===== src/rtl/segre_pkg.sv =====
// Shared Segre core types: ID bypass selects plus the hazard-controller scoreboard types.
// Also holds the default M-pipeline latency and the slot-match helper.
package segre_pkg;

    localparam int REG_SIZE          = 5;
    localparam int M_LATENCY_DEFAULT = 5;

    typedef enum logic [1:0] {
        ID_RF,
        EXECUTE_BYPASS,
        MEMORY_BYPASS,
        WRITEBACK_BYPASS
    } bypass_id_sel_e;

    typedef enum logic [1:0] {
        HZ_RUN,
        HZ_DRAIN,
        HZ_HALTED
    } hazard_state_e;

    typedef struct packed {
        logic                valid;
        logic                we;
        logic [REG_SIZE-1:0] waddr;
        logic                prod_mem;
    } sb_slot_t;

    typedef struct packed {
        logic                valid;
        logic                we;
        logic [REG_SIZE-1:0] waddr;
    } m_slot_t;

    // x0 is hard-wired to zero, so a write to it never creates a dependence.
    function automatic logic slot_hit(input logic                rd,
                                      input logic [REG_SIZE-1:0] rs,
                                      input logic                valid,
                                      input logic                we,
                                      input logic [REG_SIZE-1:0] waddr);
        return rd && (rs != '0) && valid && we && (waddr == rs);
    endfunction

endpackage


===== src/rtl/segre_src_match.sv =====
// Per-operand dependence check against the in-flight scoreboard.
// Returns the ID bypass select and the stall-cause bits for one source register.
module segre_src_match
    import segre_pkg::*;
#(
    parameter int M_LATENCY = M_LATENCY_DEFAULT
) (
    input  logic                     rd,
    input  logic [REG_SIZE-1:0]      rs,
    input  sb_slot_t                 ex_slot,
    input  sb_slot_t                 mem_slot,
    input  sb_slot_t                 wb_slot,
    input  m_slot_t [M_LATENCY:1]    m_slots,
    output bypass_id_sel_e           sel,
    output logic                     lduse,
    output logic                     mstall
);

    logic m_hit;
    logic unused_prod_mem;

    assign unused_prod_mem = mem_slot.prod_mem ^ wb_slot.prod_mem;

    // NOTE: every output gets a default first so no path through this block infers a latch.
    always_comb begin
        sel    = ID_RF;
        lduse  = 1'b0;
        mstall = 1'b0;
        m_hit  = 1'b0;
        for (int j = 1; j <= M_LATENCY; j++) begin
            m_hit = m_hit | slot_hit(rd, rs, m_slots[j].valid, m_slots[j].we, m_slots[j].waddr);
        end

        // Youngest producer wins; a load still in EX has no value to forward yet.
        if (slot_hit(rd, rs, ex_slot.valid, ex_slot.we, ex_slot.waddr)) begin
            if (ex_slot.prod_mem) begin
                lduse = 1'b1;
            end else begin
                sel = EXECUTE_BYPASS;
            end
        end else if (slot_hit(rd, rs, mem_slot.valid, mem_slot.we, mem_slot.waddr)) begin
            sel = MEMORY_BYPASS;
        end else if (slot_hit(rd, rs, wb_slot.valid, wb_slot.we, wb_slot.waddr)) begin
            sel = WRITEBACK_BYPASS;
        end else if (m_hit) begin
            mstall = 1'b1;
        end
    end

endmodule


===== src/rtl/segre_hazard_ctrl.sv =====
// Segre pipeline hazard controller: bypass selects, IF/ID stall control, M issue and drain.
// Optional macro SEGRE_HAZ_PERF_EN adds saturating per-cause stall counters.
module segre_hazard_ctrl
    import segre_pkg::*;
#(
    parameter int M_LATENCY = M_LATENCY_DEFAULT
) (
    input  logic                clk_i,
    input  logic                rst_i,
    input  logic                id_valid_i,
    input  logic                id_is_m_i,
    input  logic                id_rf_we_i,
    input  logic [REG_SIZE-1:0] id_waddr_i,
    input  logic                id_prod_ex_i,
    input  logic                id_prod_mem_i,
    input  logic [REG_SIZE-1:0] id_rs_a_i,
    input  logic [REG_SIZE-1:0] id_rs_b_i,
    input  logic                id_rd_a_i,
    input  logic                id_rd_b_i,
    input  logic                flush_i,
    input  logic                finish_test_i,
    output bypass_id_sel_e      mux_sel_a_id_o,
    output bypass_id_sel_e      mux_sel_b_id_o,
    output logic                block_if_o,
    output logic                block_id_o,
    output logic                inject_nops_o,
    output logic                issue_m_o,
    output logic                halted_o
`ifdef SEGRE_HAZ_PERF_EN
    ,
    output logic [31:0]         perf_lduse_o,
    output logic [31:0]         perf_mstall_o,
    output logic [31:0]         perf_wbstall_o
`endif
);

    sb_slot_t              ex_q, mem_q, wb_q, ex_d;
    m_slot_t [M_LATENCY:1] m_q;
    m_slot_t               m1_d;
    hazard_state_e         state_q, state_d;

    logic lduse_a, lduse_b, mstall_a, mstall_b;
    logic lduse, mstall, wb_conflict, stall, advance, running, m_busy, pipe_empty;
    logic unused_prod_ex;

    // Producing at end of EX is already implied by prod_mem being clear.
    assign unused_prod_ex = id_prod_ex_i;

    segre_src_match #(.M_LATENCY(M_LATENCY)) u_match_a (
        .rd      (id_rd_a_i),
        .rs      (id_rs_a_i),
        .ex_slot (ex_q),
        .mem_slot(mem_q),
        .wb_slot (wb_q),
        .m_slots (m_q),
        .sel     (mux_sel_a_id_o),
        .lduse   (lduse_a),
        .mstall  (mstall_a)
    );

    segre_src_match #(.M_LATENCY(M_LATENCY)) u_match_b (
        .rd      (id_rd_b_i),
        .rs      (id_rs_b_i),
        .ex_slot (ex_q),
        .mem_slot(mem_q),
        .wb_slot (wb_q),
        .m_slots (m_q),
        .sel     (mux_sel_b_id_o),
        .lduse   (lduse_b),
        .mstall  (mstall_b)
    );

    // An M op in M[L-3] writes the RF in the same cycle a main-pipe op leaving ID now would.
    assign lduse       = lduse_a | lduse_b;
    assign mstall      = mstall_a | mstall_b;
    assign wb_conflict = !id_is_m_i && id_rf_we_i && m_q[M_LATENCY-3].valid && m_q[M_LATENCY-3].we;
    assign stall       = id_valid_i && (lduse || mstall || wb_conflict);
    assign running     = (state_q == HZ_RUN);
    assign advance     = running && id_valid_i && !stall && !flush_i;
    assign issue_m_o   = advance && id_is_m_i;
    assign halted_o    = (state_q == HZ_HALTED);

    always_comb begin
        m_busy = 1'b0;
        for (int j = 1; j <= M_LATENCY; j++) begin
            m_busy = m_busy | m_q[j].valid;
        end
    end

    assign pipe_empty = !ex_q.valid && !mem_q.valid && !wb_q.valid && !m_busy;

    always_comb begin
        ex_d = '0;
        m1_d = '0;
        if (advance && !id_is_m_i) begin
            ex_d = '{valid: 1'b1, we: id_rf_we_i, waddr: id_waddr_i, prod_mem: id_prod_mem_i};
        end
        if (issue_m_o) begin
            m1_d = '{valid: 1'b1, we: id_rf_we_i, waddr: id_waddr_i};
        end
    end

    always_comb begin
        state_d       = state_q;
        block_if_o    = 1'b0;
        block_id_o    = 1'b0;
        inject_nops_o = 1'b0;
        case (state_q)
            HZ_RUN: begin
                if (flush_i) begin
                    inject_nops_o = 1'b1;
                end else if (stall) begin
                    block_if_o    = 1'b1;
                    block_id_o    = 1'b1;
                    inject_nops_o = 1'b1;
                end
                if (advance && finish_test_i) begin
                    state_d = HZ_DRAIN;
                end
            end
            HZ_DRAIN: begin
                block_if_o    = 1'b1;
                block_id_o    = 1'b1;
                inject_nops_o = 1'b1;
                if (pipe_empty) begin
                    state_d = HZ_HALTED;
                end
            end
            default: begin
                block_if_o    = 1'b1;
                block_id_o    = 1'b1;
                inject_nops_o = 1'b1;
            end
        endcase
    end

    always_ff @(posedge clk_i or posedge rst_i) begin
        if (rst_i) begin
            state_q <= HZ_RUN;
        end else begin
            state_q <= state_d;
        end
    end

    // NOTE: non-blocking updates let every slot sample its neighbour's pre-edge value.
    always_ff @(posedge clk_i or posedge rst_i) begin
        if (rst_i) begin
            ex_q  <= '0;
            mem_q <= '0;
            wb_q  <= '0;
            m_q   <= '0;
        end else begin
            wb_q   <= mem_q;
            mem_q  <= ex_q;
            ex_q   <= ex_d;
            m_q[1] <= m1_d;
            for (int j = 2; j <= M_LATENCY; j++) begin
                m_q[j] <= m_q[j-1];
            end
        end
    end

`ifdef SEGRE_HAZ_PERF_EN
    logic [31:0] perf_lduse_q, perf_mstall_q, perf_wbstall_q;

    // Each stalled cycle is charged to one cause only: load-use, then M, then WB port.
    always_ff @(posedge clk_i or posedge rst_i) begin
        if (rst_i) begin
            perf_lduse_q   <= '0;
            perf_mstall_q  <= '0;
            perf_wbstall_q <= '0;
        end else if (!halted_o && stall && !flush_i) begin
            if (lduse) begin
                if (perf_lduse_q != '1) perf_lduse_q <= perf_lduse_q + 32'd1;
            end else if (mstall) begin
                if (perf_mstall_q != '1) perf_mstall_q <= perf_mstall_q + 32'd1;
            end else begin
                if (perf_wbstall_q != '1) perf_wbstall_q <= perf_wbstall_q + 32'd1;
            end
        end
    end

    assign perf_lduse_o   = perf_lduse_q;
    assign perf_mstall_o  = perf_mstall_q;
    assign perf_wbstall_o = perf_wbstall_q;
`endif

endmodule


===== config.mk =====
export PLATFORM = sky130hd
export DESIGN_NAME = segre_hazard_ctrl
export DESIGN_NICKNAME = d
export VERILOG_FILES = /design/src/rtl/segre_pkg.sv /design/src/rtl/segre_src_match.sv /design/src/rtl/segre_hazard_ctrl.sv
export SDC_FILE = /design/constraint.sdc
export NUM_CORES = 1
export LEC_CHECK = 0
export ABC_AREA = 1
export CORE_MARGIN = 8
export CORE_UTILIZATION = 40
export CTS_CLUSTER_SIZE = 25
export DETAILED_ROUTE_END_ITERATION = 10
export PLACE_DENSITY = 0.68
export SETUP_SLACK_MARGIN = 0.3
export SYNTH_ARGS = -nofsm -noshare
export SYNTH_HDL_FRONTEND = slang
export SYNTH_HIERARCHICAL = 1
export SYNTH_SLANG_ARGS = --single-unit
export TNS_END_PERCENT = 10

===== constraint.sdc =====
create_clock -name clk_i -period 2.5 [get_ports clk_i]
set_input_delay 0.625 -clock clk_i [delete_from_list [all_inputs] [get_ports clk_i]]
set_output_delay 0.625 -clock clk_i [all_outputs]
set_load 0.005 [all_outputs]

==> flow_metrics.py <==
metrics = {
    "timing": {
        "hold_viol": 0,
        "tightest_slew_ps": 516,
        "fin_ws_ps": -292,
        "max_freq_mhz": 358,
        "slew_headroom_pct": 65.5,
        "fin_tns_setup_ps": -1250,
        "rsz0062_at_grt": "yes",
        "fin_worst_skew_ps": 7.31,
        "setup_viol": 7,
        "final_max_slew_viol_count": 0,
        "min_period_ps": 2790,
        "holdWs_ps": 402,
        "finalCritPeriodShare_pct": 112,
    },
    "run_status": {
        "status": "finished, violations left",
        "violations": "negative setup slack",
    },
    "cts": {
        "root_buffer": "clkbuf_8",
        "clk_path_buf_depth": 2,
        "h-tree-depth": 3,
        "cts.sinks": 59,
        "clk-insertion-delay-late_ps": 350,
        "clkTransAtPathRegs_ps": 70,
        "tritoncts.num_buffers": 9,
        "cts_hold_buf": 0,
        "cts_tree": "yes",
    },
    "routing": {
        "first_pass_iters": 7,
        "drtIter0Drc": 295,
        "vias": 3798,
        "viasPerCell": 4.83,
        "wl_per_cell_um": 14.7,
        "totalWireLength_um": 11600,
        "drc": 0,
        "ant_nets": 0,
    },
    "critical_path": {
        "worst-setup-path-type": "in2out",
        "arrival_ps": 2170,
        "cp_slowest_cell": "clkinvlp_4",
        "max_stage_delay_ps": 170,
        "cp_cell_sequence": "buf_12, clkinvlp_4, nand2_1, o21ai_2, nor2_2, nand3_2, nand4_1, nor2_1, inv_1, nand2_1, nor2_2, nand2_2, nand2_4, nand4_4, inv_2, buf_6",
        "cp_max_fo": 6,
        "start_kind": "input pin",
        "cp-end-kind": "output port",
        "worstPathRequired_ps": 1880,
    },
    "finish": {
        "final_cell_count_no_fill": 786,
        "diodes": 0,
        "area.growth.synth_to_final_pct": 42.1,
        "nets": 700,
        "multi_input_area_um2": 1870,
        "drive_gt1_share_pct": 30.1,
        "register_area_um2": 1480,
        "postLayoutCellArea_um2": 5140,
        "n_fill_cell": 827,
    },
    "placed_design": {
        "place_ws_ps": -1220,
        "dpl.hpwl_um": 8520,
        "post-place-cells": 751,
        "placed_cell_area_um2": 4520,
        "portBuffers": 33,
        "place_congestion": 0.969,
    },
    "synthesis": {
        "netlist_instances": 557,
        "syn_avg_cell_area_um2": 6.49,
        "synth_warnings": 6,
        "syn-num-nets": 583,
        "syn-cell-area_um2": 3620,
    },
    "global_routing": {
        "grt_max_degree": 27,
        "grt_antenna_before_repair": 0,
        "grt_first_pass_wirelength_um": 18500,
        "gr-total-overflow": 0,
        "grt_pass1_vias": 3750,
        "grt_usage_pct": 18.7,
    },
    "floorplanning": {
        "ioPinCount": 35,
        "fp.coreArea_um2": 8760,
        "core.rowCount": 34,
        "initial_core_util_pct": 41.3,
        "die_h_um": 111,
        "die_area_um2": 12300,
        "die_w_um": 111,
    },
    "power": {
        "leakagePower_uw": 0.00270,
        "p_per_area_nw_per_um2": 451,
        "worst_ir_drop_vdd_uv": 351,
    },
    "run": {
        "drv_cap": 0,
    },
    "min_path": {
        "hold_class": "reg2reg",
    },
}
==> worst paths after layout <==
| check | from | to | slack (ps) | cells after the start |
|---|---|---|---|---|
| worst max-delay path | id_rs_b_i[1] | issue_m_o | -290 | 16 |
| worst min-delay path | m_q[18]$_DFF_PP0_ | m_q[25]$_DFF_PP0_ | 400 | 0 |
| worst max register to register | m_q[22]$_DFF_PP0_ | m_q[1]$_DFF_PP0_ | 340 | 16 |
| worst min register to register | m_q[18]$_DFF_PP0_ | m_q[25]$_DFF_PP0_ | 400 | 0 |
| max in group asynchronous | rst_i | m_q[32]$_DFF_PP0_ | 1230 | 3 |
| min in group asynchronous | rst_i | m_q[19]$_DFF_PP0_ | 630 | 2 |
==> placed cells by master (no fill, tap or decap), drive strengths merged <==
cell type      instances
nand2                212
inv                  106
buf                  100
nor2                  97
dfrtp                 59
nand3                 31
o21ai                 17
clkdlybuf4s50         14
clkbuf                 9
nand4                  8
xor2                   6
clkinv                 4
clkinvlp               3
nand3b                 2
o21a                   2
a21oi                  2
nor3                   2
or2                    1
bufinv                 1
dlygate4sd2            1
clkdlybuf4s15          1
==> per-stage QoR <==
step,utilization [%],total power [uW]
global route,58.6,2420
CTS,56.9,2320
detailed placement,51.6,1420
finish,58.6,2320
floorplan,-,1230
global placement,51.6,1410
==> worst max-delay path: cells and delay by family <==
| kind | cells | cell delay, ps |
|---|---|---|
| compound gates | 1 | 60 |
| buf+inv | 5 | 480 |
| simple gates | 10 | 980 |
==> timing repair <==
action	4_1_cts	5_1_grt
buffers inserted	15	3
setup endpoints to repair	24	22
gates cloned	2	0
pin swaps	39	33
gates resized for setup	151	43
==> routing by layer <==
layer,global-route usage (%),share of wire [%],vias up
met4,8.09,2.9,0
met1,23.4,42,1752
met2,29.7,46,143
li1,-,-,1876
met3,4.82,9.0,27
met5,0,0,-
==> report_power, final <==
part	total, uW	switching (uW)	internal, uW
Combinational	442	235	208
Clock	863	407	455
Sequential	1010	28.5	982
==> registers in the layout (all words and copies together), names as in the netlist <==
name     cells
wb_q         7
ex_q         8
mem_q        7
m_q         35
state_q      2
==> layout make-up <==
cell class / count / share of cell area [%]
Clock inverter: 6 / 1.32
Inverter: 107 / 8.50
Clock buffer: 9 / 2.41
Timing Repair inverter: 1 / 0.146
Tap cell: 108 / 2.63
Timing Repair Buffer: 116 / 19.8
Sequential cell: 59 / 28.8
Multi-Input combinational cell: 380 / 36.4
(Power assumes the default switching activity.)
